## src/rtl/orr_pkg.sv

```systemverilog
// Shared types and constants for the OEM raster reader.
// Bank index constants are bit positions in rd_en: {even4..even1, odd4..odd1}.
package orr_pkg;

  typedef enum logic [1:0] {
    IDLE  = 2'd0,
    READ  = 2'd1,
    DRAIN = 2'd2,
    DONE  = 2'd3
  } orr_state_e;

  localparam int NPIX    = 256;
  localparam int BANK_AW = 5;

  localparam logic [2:0] ODD1  = 3'd0;
  localparam logic [2:0] ODD2  = 3'd1;
  localparam logic [2:0] ODD3  = 3'd2;
  localparam logic [2:0] ODD4  = 3'd3;
  localparam logic [2:0] EVEN1 = 3'd4;
  localparam logic [2:0] EVEN2 = 3'd5;
  localparam logic [2:0] EVEN3 = 3'd6;
  localparam logic [2:0] EVEN4 = 3'd7;

  // One in-flight read: which pixel it belongs to and which bank answers it.
  typedef struct packed {
    logic       vld;
    logic [7:0] idx;
    logic [2:0] sel;
  } orr_ret_t;

  // Bank index for pixel n: quadrant group in the low bits, checkerboard parity on top.
  function automatic logic [2:0] bank_sel_of(input logic [7:0] n);
    return {n[4] ^ n[0], n[7:6]};
  endfunction

  // One-hot bank enable for pixel n.
  function automatic logic [7:0] bank_of(input logic [7:0] n);
    return 8'h01 << bank_sel_of(n);
  endfunction

endpackage

```

## src/rtl/orr_skid_fifo.sv

```systemverilog
// Small synchronous FIFO absorbing read returns while the pixel sink stalls.
// Push and pop in the same cycle are allowed; a push into a full FIFO is a design error.
module orr_skid_fifo #(
  parameter int DEPTH = 4,
  parameter int WIDTH = 17
) (
  input  logic                       clk,
  input  logic                       rst_n,
  input  logic                       push,
  input  logic [WIDTH-1:0]           push_data,
  input  logic                       pop,
  output logic [WIDTH-1:0]           pop_data,
  output logic                       empty,
  output logic [$clog2(DEPTH+1)-1:0] count
);

  localparam int PW = (DEPTH > 1) ? $clog2(DEPTH) : 1;
  localparam int CW = $clog2(DEPTH + 1);
  localparam logic [PW-1:0] LAST_PTR = PW'(DEPTH - 1);

  logic [WIDTH-1:0] mem_q [DEPTH];
  logic [WIDTH-1:0] mem_d [DEPTH];
  logic [PW-1:0]    wr_ptr_q, wr_ptr_d;
  logic [PW-1:0]    rd_ptr_q, rd_ptr_d;
  logic [CW-1:0]    count_q, count_d;
  logic             full;
  logic             do_push;
  logic             do_pop;

  // Next-state for storage, pointers and occupancy.
  always_comb begin
    mem_d    = mem_q;
    wr_ptr_d = wr_ptr_q;
    rd_ptr_d = rd_ptr_q;
    count_d  = count_q;
    empty    = (count_q == '0);
    full     = (count_q == CW'(DEPTH));
    do_pop   = pop & ~empty;
    do_push  = push & (~full | do_pop);
    if (do_push) begin
      mem_d[wr_ptr_q] = push_data;
      wr_ptr_d = (wr_ptr_q == LAST_PTR) ? '0 : wr_ptr_q + PW'(1);
    end
    if (do_pop) begin
      rd_ptr_d = (rd_ptr_q == LAST_PTR) ? '0 : rd_ptr_q + PW'(1);
    end
    case ({do_push, do_pop})
      2'b10:   count_d = count_q + CW'(1);
      2'b01:   count_d = count_q - CW'(1);
      default: count_d = count_q;
    endcase
  end

  // FIFO state registers.
  always_ff @(posedge clk or negedge rst_n) begin
    if (!rst_n) begin
      for (int i = 0; i < DEPTH; i++) mem_q[i] <= '0;
      wr_ptr_q <= '0;
      rd_ptr_q <= '0;
      count_q  <= '0;
    end else begin
      mem_q    <= mem_d;
      wr_ptr_q <= wr_ptr_d;
      rd_ptr_q <= rd_ptr_d;
      count_q  <= count_d;
    end
  end

  assign pop_data = mem_q[rd_ptr_q];
  assign count    = count_q;

  // The upstream credit scheme must never push into a full FIFO without a pop.
  a_no_overflow: assert property (@(posedge clk) disable iff (!rst_n) !(push && full && !pop));

endmodule

```

## src/rtl/oem_raster_reader.sv

```systemverilog
// Reads the eight checkerboard/quadrant banks back in raster order after the
// writer finishes and streams the 16x16 frame on a valid/ready interface.
// Optional feature macro: ORR_CHECKSUM_EN adds frame_sum/frame_sum_vld.
//
//  state | meaning
//  ------+-----------------------------------------------------------
//  IDLE  | waiting for a rising edge of oem_finish
//  READ  | issuing one bank read per cycle while credits remain
//  DRAIN | all 256 reads issued; waiting for returns and FIFO to empty
//  DONE  | one-cycle frame_done pulse, then back to IDLE
module oem_raster_reader
  import orr_pkg::*;
#(
  parameter int RD_LAT = 1,
  parameter int FIFO_D = 4
) (
  input  logic               clk,
  input  logic               reset_n,
  input  logic               oem_finish,
  output logic [BANK_AW-1:0] rd_addr,
  output logic [7:0]         rd_en,
  input  logic [7:0]         odd1_q,
  input  logic [7:0]         odd2_q,
  input  logic [7:0]         odd3_q,
  input  logic [7:0]         odd4_q,
  input  logic [7:0]         even1_q,
  input  logic [7:0]         even2_q,
  input  logic [7:0]         even3_q,
  input  logic [7:0]         even4_q,
  output logic [7:0]         pix_data,
  output logic [7:0]         pix_idx,
  output logic               pix_valid,
  input  logic               pix_ready,
  output logic               pix_last,
  output logic               frame_done,
  output logic               busy
`ifdef ORR_CHECKSUM_EN
  ,
  output logic [15:0]        frame_sum,
  output logic               frame_sum_vld
`endif
);

  localparam int CW = $clog2(FIFO_D + 1);
  localparam logic [CW:0] CREDITS  = (CW + 1)'(FIFO_D);
  localparam logic [7:0]  LAST_PIX = 8'(NPIX - 1);

  orr_state_e         state_q, state_d;
  logic               fin_q, fin_d;
  logic [7:0]         n_q, n_d;
  logic [CW-1:0]      infl_q, infl_d;
  logic [BANK_AW-1:0] rd_addr_q, rd_addr_d;
  orr_ret_t           ret_q [RD_LAT];
  orr_ret_t           ret_d [RD_LAT];

  logic               start;
  logic               issue;
  logic               credit_ok;
  logic               ret_push;
  logic [7:0]         ret_data;
  logic [16:0]        fifo_wdata;
  logic [16:0]        fifo_rdata;
  logic               fifo_empty;
  logic [CW-1:0]      fifo_cnt;
  logic               pop;

  // FSM next-state, read issue and status outputs.
  always_comb begin
    state_d    = state_q;
    n_d        = n_q;
    issue      = 1'b0;
    frame_done = 1'b0;
    busy       = 1'b0;
    fin_d      = oem_finish;
    start      = (state_q == IDLE) & oem_finish & ~fin_q;
    // Pops in the current cycle are not counted, so credits stay conservative.
    credit_ok  = ({1'b0, infl_q} + {1'b0, fifo_cnt}) < CREDITS;
    case (state_q)
      IDLE: begin
        if (start) begin
          state_d = READ;
          n_d     = '0;
        end
      end
      READ: begin
        busy = 1'b1;
        if (credit_ok) begin
          issue = 1'b1;
          n_d   = n_q + 8'd1;
          if (n_q == LAST_PIX) state_d = DRAIN;
        end
      end
      DRAIN: begin
        busy = 1'b1;
        if (infl_q == '0 && fifo_empty) state_d = DONE;
      end
      DONE: begin
        frame_done = 1'b1;
        state_d    = IDLE;
      end
      default: state_d = IDLE;
    endcase
    rd_en     = issue ? bank_of(n_q) : 8'h00;
    rd_addr   = issue ? n_q[5:1] : rd_addr_q;
    rd_addr_d = rd_addr;
  end

  // Return pipeline tracking in-flight reads, bank data mux and in-flight count.
  always_comb begin
    ret_d[0].vld = issue;
    ret_d[0].idx = n_q;
    ret_d[0].sel = bank_sel_of(n_q);
    for (int i = 1; i < RD_LAT; i++) ret_d[i] = ret_q[i-1];
    ret_push = ret_q[RD_LAT-1].vld;
    case (ret_q[RD_LAT-1].sel)
      ODD1:    ret_data = odd1_q;
      ODD2:    ret_data = odd2_q;
      ODD3:    ret_data = odd3_q;
      ODD4:    ret_data = odd4_q;
      EVEN1:   ret_data = even1_q;
      EVEN2:   ret_data = even2_q;
      EVEN3:   ret_data = even3_q;
      default: ret_data = even4_q;
    endcase
    fifo_wdata = {ret_data, ret_q[RD_LAT-1].idx, ret_q[RD_LAT-1].idx == LAST_PIX};
    case ({issue, ret_push})
      2'b10:   infl_d = infl_q + CW'(1);
      2'b01:   infl_d = infl_q - CW'(1);
      default: infl_d = infl_q;
    endcase
  end

  // Control and pipeline registers.
  always_ff @(posedge clk or negedge reset_n) begin
    if (!reset_n) begin
      state_q   <= IDLE;
      fin_q     <= 1'b0;
      n_q       <= '0;
      infl_q    <= '0;
      rd_addr_q <= '0;
      for (int i = 0; i < RD_LAT; i++) ret_q[i] <= '0;
    end else begin
      state_q   <= state_d;
      fin_q     <= fin_d;
      n_q       <= n_d;
      infl_q    <= infl_d;
      rd_addr_q <= rd_addr_d;
      ret_q     <= ret_d;
    end
  end

  orr_skid_fifo #(
    .DEPTH (FIFO_D),
    .WIDTH (17)
  ) u_fifo (
    .clk       (clk),
    .rst_n     (reset_n),
    .push      (ret_push),
    .push_data (fifo_wdata),
    .pop       (pop),
    .pop_data  (fifo_rdata),
    .empty     (fifo_empty),
    .count     (fifo_cnt)
  );

  assign pix_valid = ~fifo_empty;
  assign pix_data  = fifo_rdata[16:9];
  assign pix_idx   = fifo_rdata[8:1];
  assign pix_last  = fifo_rdata[0] & ~fifo_empty;
  assign pop       = pix_valid & pix_ready;

`ifdef ORR_CHECKSUM_EN
  logic [15:0] sum_q, sum_d;

  // Running sum of accepted pixels, cleared when a frame starts.
  always_comb begin
    sum_d = sum_q;
    if (start)    sum_d = '0;
    else if (pop) sum_d = sum_q + {8'h00, pix_data};
  end

  // Checksum register.
  always_ff @(posedge clk or negedge reset_n) begin
    if (!reset_n) sum_q <= '0;
    else          sum_q <= sum_d;
  end

  assign frame_sum     = sum_q;
  assign frame_sum_vld = frame_done;
`endif

endmodule

```

## config.mk

```make
export PLATFORM = sky130hd
export DESIGN_NAME = oem_raster_reader
export DESIGN_NICKNAME = d
export VERILOG_FILES = /design/src/rtl/orr_pkg.sv /design/src/rtl/orr_skid_fifo.sv /design/src/rtl/oem_raster_reader.sv
export SDC_FILE = /design/constraint.sdc
export NUM_CORES = 1
export LEC_CHECK = 0
export ABC_AREA = 1
export CAP_MARGIN = 20
export CORE_MARGIN = 2
export CORE_UTILIZATION = 45
export DETAILED_ROUTE_END_ITERATION = 8
export GPL_ROUTABILITY_DRIVEN = 0
export PLACE_DENSITY = 0.71
export SLEW_MARGIN = 20
export SYNTH_ARGS = -nofsm -noshare
export SYNTH_HDL_FRONTEND = slang
export SYNTH_SLANG_ARGS = --single-unit
export TNS_END_PERCENT = 5
```

## constraint.sdc

```tcl
create_clock -name clk -period 2.3 [get_ports clk]
set_input_delay 0.69 -clock clk [delete_from_list [all_inputs] [get_ports clk]]
set_output_delay 0.69 -clock clk [all_outputs]
set_load 0.05 [all_outputs]
```

After elaboration in Yosys (flattened, before gate mapping). Cells that the tools add are included. W data, S select, Z words.

Register bits after elaboration: 106. Latch bits: 0. RAM bits: 0. Memory bits (read-only): 0. Input bits: 68. Output and inout port bits: 33. Logic and storage cells: 100. Memories kept: 0.

Add/sub/neg operators: 8. $mul: 0. Div/mod/pow operators: 0. Magnitude comparators: 4. Equality and inequality tests: 22. Shift-type cells: 1. Muxes and demuxes: 25. Bitwise operators: 13. Reduce and logical (&&, ||, !) cells: 12.

Operators with widths (number): $bwmux W68 (1); $pmux W8 S7 (1); $mux W17 (3); $bmux W17 S2 (1); $demux W17 S2 (1); $mux W8 (3); $eq A8 B8 Y1 const B (2); $pmux W8 S2 (1); $eq A2 B2 Y1 const B (6); $eq A3 B3 Y1 const B (4); $mux W2 (6); $pmux W3 S2 (2); $logic_not A3 Y1 (3); $add A8 B1 Y8 const B (1); $ne A2 B2 Y1 const B (4); $pmux W2 S4 (1); $shl A1 B3 Y8 const A (1); $add A3 B1 Y3 const B (2); $and A1 B1 Y1 (6); $eq A2 B1 Y1 const B (3); $eq A3 B2 Y1 const B (2); $ge A3 B3 Y1 const B (2); $not A2 Y3 (2); $reduce_bool A2 Y1 (3); other kinds (16) (24).

Depth between registers and ports, before layout. Gate-level depths: netlist of the first run.

Word-level depth: 8. Gate-level depth with buffers: 12. Gate-level depth less buffers: 11.

Modules after synthesis. Synthesis of the first run repeated with hierarchy kept, for this count alone.

Cells, all modules: 751. Area total of the unflattened synthesis: 5911.9 sq um.

By module, submodules not included: orr_skid_fifo (times used 1, cells each 447, area each 3860.0 sq um, sequential area each 1876.8 sq um); oem_raster_reader (times used 1, cells each 304, area each 2052.0 sq um, sequential area each 725.7 sq um).

Worst setup path before layout of the first run. No wires, ideal clock.

Path type: register -> output. Start point: register u_fifo.count_q[2] (netlist: u_fifo.count[2]). End point: output port rd_addr[3]. Data arrival time: 2.338 ns. Data required time: 1.610 ns. Path slack: -0.728 ns. Cell stages (with the launch flop): 8. Buffers on the path: 1. Path through: dfrtp_1 > ha_1 > nor2_1 > nand3_2 > nor2_4 > inv_2 > buf_6 > o21ai_0.

Longest elaborated chain between the ends: 5.

Ends and longest elaborated chain: start: declaration (line orr_skid_fifo.sv:25) `logic [CW-1:0] count_q, count_d;`; start signal: assignment (line orr_skid_fifo.sv:65) `count_q <= count_d;`; $add A3 B3 Y4 (line oem_raster_reader.sv:77) `credit_ok = ({1'b0, infl_q} + {1'b0, fifo_cnt}) < CREDITS;`; $lt A4 B3 Y1 (line oem_raster_reader.sv:77); $mux W1 (line oem_raster_reader.sv:87) `if (credit_ok) begin`; $mux W1 (line oem_raster_reader.sv:78) `case (state_q)`; named net issue (line oem_raster_reader.sv:57) `logic issue;`; $mux W5 (line oem_raster_reader.sv:104) `rd_addr = issue ? n_q[5:1] : rd_addr_q;`; end: declaration (line oem_raster_reader.sv:20) `output logic [BANK_AW-1:0] rd_addr,`.

The timed path passes the listed nets, and every way through them passes these cells.

Worst setup path in the final report of the first run.
Start point: register u_fifo.count_q[2] (netlist: u_fifo.count[2]). End point: output port rd_en[6].

Longest elaborated chain between the ends: 5.

Ends and longest elaborated chain: $add A3 B3 Y4 (line oem_raster_reader.sv:77); $lt A4 B3 Y1 (line oem_raster_reader.sv:77); $mux W1 (line oem_raster_reader.sv:87); $mux W1 (line oem_raster_reader.sv:78); named net issue (line oem_raster_reader.sv:57); $mux W8 (line oem_raster_reader.sv:103) `rd_en = issue ? bank_of(n_q) : 8'h00;`; end: declaration (line oem_raster_reader.sv:21) `output logic [7:0] rd_en,`.

The timed path passes the listed nets, and every way through them passes these cells.

==> impl_metrics.json, run 1 <==
{
  "status": "complete, but fails checks",
  "violations": "negative setup slack",
  "leakagePower_nw": 3.77,
  "die-area_um2": 13900,
  "synth_top_cell_by_area": "dfrtp_1",
  "path_max_fanout": 10,
  "syn2layout_area_growth_pct": 31.0,
  "diodes": 0,
  "numCtsBuffers": 9,
  "worst_slew_pin_slew_ns": 0.679,
  "ys_top_cells_by_area": "dfrtp_1, nand2_1, o21ai_0, nand3_1, nor2_1",
  "cap_violations": 0,
  "clock_skew_ns": 0.00517,
  "die_h_um": 118,
  "grt_overflow": 0,
  "max_stage_delay_ns": 0.40,
  "worst_path_most_repeated_cell": "buf_12",
  "synth_top_area_frac": 0.447,
  "drc": 0,
  "clkSinkCount": 104,
  "vias_per_cell": 5.36,
  "clk_pin_slew_worst_paths_ns": 0.07,
  "path_cells": "ha_1 -> nor2_2 -> nand3_2 -> nor2_4 -> inv_4 -> buf_12 -> nor4_4 -> buf_12",
  "drt-initial-drc-count": 420,
  "io_buffers": 100,
  "grt_max_degree": 46,
  "layout-drive-gt1-share": 0.160,
  "final_cell_mix": "nand2_1, dfrtp_1, nor2_1",
  "final_common_cell": "nand2_1",
  "cts_tree": "yes",
  "ant_nets": 0,
  "async_reset_ff_frac": 1.00,
  "synth_cells": 736,
  "postCtsHoldBufs": 0,
  "core_um2": 12600,
  "grt_pass1_vias": 5559,
  "final_util": 0.605,
  "num_rows": 41,
  "relSlewSlack": 0.547,
  "num_vias": 5472,
  "first_pass_iters": 5,
  "period_share": 1.18,
  "crit_path_start_kind": "register",
  "grt_usage": 0.241,
  "drt_wl_total_mm": 16.2,
  "final.setup.tns_ns": -4.78,
  "crit_arrival_ns": 2.02,
  "period_minus_slack_ns": 2.71,
  "end_kind": "output port",
  "die_w_um": 118,
  "dp_hpwl_mm": 11.3,
  "cts_root_buf": "clkbuf_16",
  "power.density_nw_per_um2": 1230,
  "cp_slowest_cell": "dfrtp_1",
  "drv_slew": 0,
  "max-clock-path-buffers": 2,
  "synth_cell_types": 32,
  "synth-main-ff-cell": "dfrtp_1",
  "synth_edf_count": 0,
  "ir_drop_v": 0.00122,
  "start_util": 0.462,
  "clk_latency_ns": 0.35,
  "io_pins": 101,
  "wl_per_cell_um": 15.9,
  "htree_levels": 3,
  "path_class": "reg2out",
  "synth-seq-cells": 104,
  "syn-num-nets": 821,
  "ys_warn_count": 0,
  "grt_setup_unrepaired": "yes",
  "hp-class": "in2async",
  "setup_viol": 13,
  "layout_setup_ws_ns": -0.405,
  "avgSynthCellArea_um2": 7.92,
  "nets": 928,
  "syn_area_um2": 5830,
  "ys_seq_area_frac": 0.447,
  "required_ns": 1.61,
  "grt_pass1_wl_mm": 27.0,
  "fmax_mhz": 370,
  "hold_viol": 0,
  "antenna_found_initial": 0
}
-- layout make-up --
| class | instances | area [µm²] |
|---|---|---|
| Clock inverter | 5 | 57.6 |
| Tap cell | 172 | 215 |
| Fill cell | 1137 | 4990 |
| Inverter | 44 | 180 |
| Sequential cell | 104 | 2600 |
| Timing Repair Buffer | 138 | 1490 |
| Multi-Input combinational cell | 546 | 2860 |
| Clock buffer | 11 | 233 |
-- final timing paths --
path | slack (ns) | cells after the start | from | endpoint
max in group asynchronous | 1.30 | 2 | reset_n | u_fifo.mem_q[18]$_DFFE_PN0P_
min | 0.34 | 1 | reset_n | u_fifo.mem_q[63]$_DFFE_PN0P_
min reg2reg | 0.42 | 0 | n_q[3]$_DFFE_PN0P_ | fifo_wdata[4]$_DFF_PN0_
max reg2reg | 0.04 | 12 | u_fifo.count[1]$_DFFE_PN0P_ | infl_q[2]$_DFFE_PN0P_
max | -0.41 | 8 | u_fifo.count[2]$_DFFE_PN0P_ | rd_en[6]
min in group clk | 0.42 | 0 | n_q[3]$_DFFE_PN0P_ | fifo_wdata[4]$_DFF_PN0_
-- what timing repair did --
item                                    4_1_cts  5_1_grt
setup buffers                                 0        1
endpoints found under the setup margin       31       30
pin swaps                                     0        2
resized for setup                             7       10
-- critical path, delay by kind of cell (launching register included) --
kind	cells	cell delay, ns
flip-flops	1	0.40
buffers and inverters	3	0.42
adder cells (fa/ha/maj)	1	0.29
AND/OR/NAND/NOR	4	0.55
-- synthesized netlist by cell type, types with 3 or more instances --
cell,n
nand2_1,237
dfrtp_1,104
nor2_1,69
o21ai_0,66
nand3_1,54
nand4_1,41
inv_1,36
buf_2,17
o22ai_1,16
ha_1,15
buf_6,13
buf_4,6
clkbuf_1,6
nand2_4,6
nor4_2,6
inv_2,5
or2_2,5
a21oi_1,4
xor2_1,4
nand3_2,3
nor2_4,3
nor3_1,3
o21ai_2,3
or2_4,3
-- registers in the layout, indices dropped and copies added (netlist names) --
name	cells
fifo_wdata	6
fin_q	1
u_fifo.rd_ptr_q	2
rd_addr_q	5
u_fifo.mem_q	68
infl_q	3
u_fifo.count	3
u_fifo.wr_ptr_q	2
n_q	8
ret_q	3
state_q	2
ret_push	1
-- metrics by stage --
step	instance area (µm²)	setup WS [ns]	hold WS (ns)	cells	power [mW]
2_1_floorplan	5910	-0.201	0.355	736	5.96
3_3_place_gp	7290	-0.151	0.401	1003	7.59
3_5_place_dp	7290	-0.213	0.400	1003	7.74
4_1_cts	7610	-0.437	0.362	1019	9.34
5_1_grt	7630	-0.525	0.385	1020	9.96
6_report	7630	-0.405	0.344	1020	9.36
-- metal layers --
layer	up-vias	GRT usage	share of wire
met5	-	0	0
met4	0	0.0798	0.019
met3	32	0.0528	0.063
met2	199	0.411	0.50
met1	2612	0.303	0.42
li1	2629	-	-
-- power breakdown --
| group | switching (mW) | leakage (nW) | internal (mW) | total [mW] |
|---|---|---|---|---|
| clock network | 0.667 | 0.143 | 0.845 | 1.51 |
| registers | 0.349 | 1.38 | 2.35 | 2.70 |
| logic | 3.25 | 2.25 | 1.89 | 5.15 |
| total | 4.27 | 3.77 | 5.09 | 9.36 |
-- cell families after synthesis --
| logic type | Yosys count | synth area share |
|---|---|---|
| simple gates | 434 | 0.342 |
| flops | 104 | 0.447 |
| compound gates | 89 | 0.0818 |
| buf+inv | 86 | 0.0814 |
| fa+ha+maj | 17 | 0.0391 |
| xor+xnor | 6 | 0.00902 |
Note: power is estimated with default switching activity, not from simulation.
==> run 2: changes to the inputs <==
--- a/config.mk
+++ b/config.mk
@@ -9,6 +9,7 @@
 export CAP_MARGIN = 20
 export CORE_MARGIN = 2
 export CORE_UTILIZATION = 45
+export CTS_CLUSTER_DIAMETER = 150
 export DETAILED_ROUTE_END_ITERATION = 8
 export GPL_ROUTABILITY_DRIVEN = 0
 export PLACE_DENSITY = 0.71
==> results of run 2 <==
Final layout, timing and power as in run 1 (identical DEF).
==> run 3: changes to the inputs <==
--- a/config.mk
+++ b/config.mk
@@ -13,6 +13,7 @@
 export DETAILED_ROUTE_END_ITERATION = 8
 export GPL_ROUTABILITY_DRIVEN = 0
 export PLACE_DENSITY = 0.71
+export SETUP_SLACK_MARGIN = 0.5
 export SLEW_MARGIN = 20
 export SYNTH_ARGS = -nofsm -noshare
 export SYNTH_HDL_FRONTEND = slang
==> run 3 against run 2 <==
  * The run still ends with negative setup slack left
  * Global-route usage decreased by 0.22 points
  * Utilization grew 0.36 points
  * Register-to-register slack better by 0.12 ns
  * Wire length is 0.74% lower
  * Critical path depth unchanged
  * Highest routed layer unchanged
  * Fmax down 1.4%
==> impl_metrics.json, run 3 (synthesized netlist as in run 1, its figures left out) <==
{
  "layout_setup_ws_ns": -0.445,
  "wl_per_cell_um": 15.8,
  "seq_power_share": 0.285,
  "dp.cells": 1001,
  "syn2layout_area_growth_pct": 31.7,
  "path_max_fanout": 18,
  "path_cells": "ha_1 -> nor2_2 -> nand3_2 -> nor2_4 -> inv_2 -> buf_12 -> nor4_4 -> buf_12",
  "relSlewSlack": 0.688,
  "period_minus_slack_ns": 2.74,
  "grt_setup_unrepaired": "yes",
  "final.setup.tns_ns": -5.37,
  "max_stage_delay_ns": 0.39,
  "num_rows": 41,
  "grt_usage": 0.238,
  "ff2ff_path_depth": 10,
  "antenna_found_initial": 0,
  "power_mw": 9.51,
  "status": "complete, but fails checks",
  "die_h_um": 118,
  "crit_path_start_kind": "register",
  "diodes": 0,
  "vias_per_cell": 5.45,
  "final_cell_mix": "nand2_1, dfrtp_1, nor2_1",
  "nets": 925,
  "final_common_cell": "nand2_1",
  "sw_frac_of_total": 0.455,
  "postCtsHoldBufs": 0,
  "clockPowerShare": 0.154,
  "clock_skew_ns": 0.00501,
  "endpoint": "rd_en[1]",
  "grt_pass1_wl_mm": 26.8,
  "layout-drive-gt1-share": 0.179,
  "setup_viol": 16,
  "crit_arrival_ns": 2.05,
  "die_w_um": 118,
  "clk_pin_slew_worst_paths_ns": 0.06,
  "cts_root_buf": "clkbuf_16",
  "cts_tree": "yes",
  "worst_slew_pin_slew_ns": 0.468,
  "start_util": 0.462,
  "largest_register_ffs": 68,
  "p_switching_mw": 4.32,
  "hp-class": "in2async",
  "clk_latency_ns": 0.35,
  "ant_nets": 0,
  "drv_slew": 0,
  "drt_wl_total_mm": 16.0,
  "numCtsBuffers": 9,
  "clkSinkCount": 104,
  "cap_violations": 0,
  "grt_max_degree": 62,
  "io_buffers": 100,
  "largest-register": "u_fifo.mem_q",
  "r2r_end": "infl_q[1]$_DFFE_PN0P_",
  "power.density_nw_per_um2": 1240,
  "io_pins": 101,
  "leakagePower_nw": 3.76,
  "r2r_slack_ns": 0.16,
  "startpoint": "infl_q[2]$_DFFE_PN0P_",
  "cp_slowest_cell": "dfrtp_1",
  "die-area_um2": 13900,
  "post_cts.repair.setup_buffers": 0,
  "internal_power_mw": 5.19,
  "finalNonFillerCells": 1015,
  "drc": 0,
  "core_um2": 12600,
  "fmax_mhz": 364,
  "max-clock-path-buffers": 2,
  "comb_power_share": 0.561,
  "htree_levels": 3,
  "path_class": "reg2out",
  "timing.rr.start": "infl_q[2]$_DFFE_PN0P_",
  "required_ns": 1.61,
  "first_pass_iters": 5,
  "drt-initial-drc-count": 447,
  "ir_drop_v": 0.000932,
  "end_kind": "output port",
  "dp_hpwl_mm": 11.2,
  "hold_viol": 0,
  "grt_pass1_vias": 5472,
  "num_vias": 5527,
  "violations": "negative setup slack",
  "worst_path_most_repeated_cell": "buf_12",
  "grt_overflow": 0,
  "period_share": 1.19
}
-- run 3: cell count changes in the layout (fill, tap and decap cells not counted), sizes merged --
cell           previous run  this run
buf                      72        68
inv                      44        42
clkbuf                   11        13
clkinvlp                  0         2
clkdlybuf4s50            66        65
clkinv                    4         0
dlygate4sd2               0         1
bufbuf                    0         1
-- run 3: final cells by class --
type,instances,area [µm²]
fillers,1094,4940
multi-input cells,546,2940
flip-flops and latches,104,2600
repair buffers,135,1460
clock buffers,13,240
well taps,172,215
inverters,44,185
clock inverters,1,30.0
-- run 3: routing by layer --
layer  up-vias  global-route usage  share of wire
li1       2618                   -              -
met1      2669               0.302           0.41
met2       201               0.407           0.51
met3        39              0.0475          0.055
met4         0              0.0828          0.025
met5         -                   0              0
-- run 3: what timing repair did --
item                                    in CTS  in global routing
gates resized for setup                     37                 16
pin swaps                                   11                 12
endpoints found under the setup margin      43                 52
-- run 3: critical path: cells and delay by family (launching register included) --
| family | cells | cell delay (ns) |
|---|---|---|
| buffers and inverters | 3 | 0.41 |
| AND/OR/NAND/NOR | 4 | 0.58 |
| adder cells (fa/ha/maj) | 1 | 0.31 |
| flip-flops | 1 | 0.39 |
-- run 3: worst min-delay path by stage --
stage	start	end	slack (ns)
6_report	reset_n	u_fifo.mem_q[11]$_DFFE_PN0P_	0.22
5_1_grt	reset_n	u_fifo.mem_q[11]$_DFFE_PN0P_	0.24
4_1_cts	reset_n	u_fifo.mem_q[45]$_DFFE_PN0P_	0.23
3_5_place_dp	n_q[3]$_DFFE_PN0P_	fifo_wdata[4]$_DFF_PN0_	0.41
3_3_place_gp	n_q[3]$_DFFE_PN0P_	fifo_wdata[4]$_DFF_PN0_	0.40
2_1_floorplan	n_q[6]$_DFFE_PN0P_	ret_q[0]$_DFF_PN0_	0.35
-- run 3: through the flow --
step	utilization	hold slack, ns	instance area (µm²)	setup slack (ns)
2_1_floorplan	-	0.355	5920	-0.184
3_3_place_gp	0.574	0.400	7240	-0.154
3_5_place_dp	0.574	0.409	7240	-0.161
4_1_cts	0.604	0.226	7620	-0.471
5_1_grt	0.608	0.240	7680	-0.538
6_report	0.608	0.222	7680	-0.445
-- run 3: power by group through the flow --
stage	sequential, mW	clock [mW]	combinational [mW]
after floorplan	2.63	0	3.34
after global placement	2.68	0	4.79
after detailed placement	2.72	0	4.91
after CTS	2.70	1.50	5.21
after global routing	2.77	1.57	5.75
final	2.71	1.47	5.33
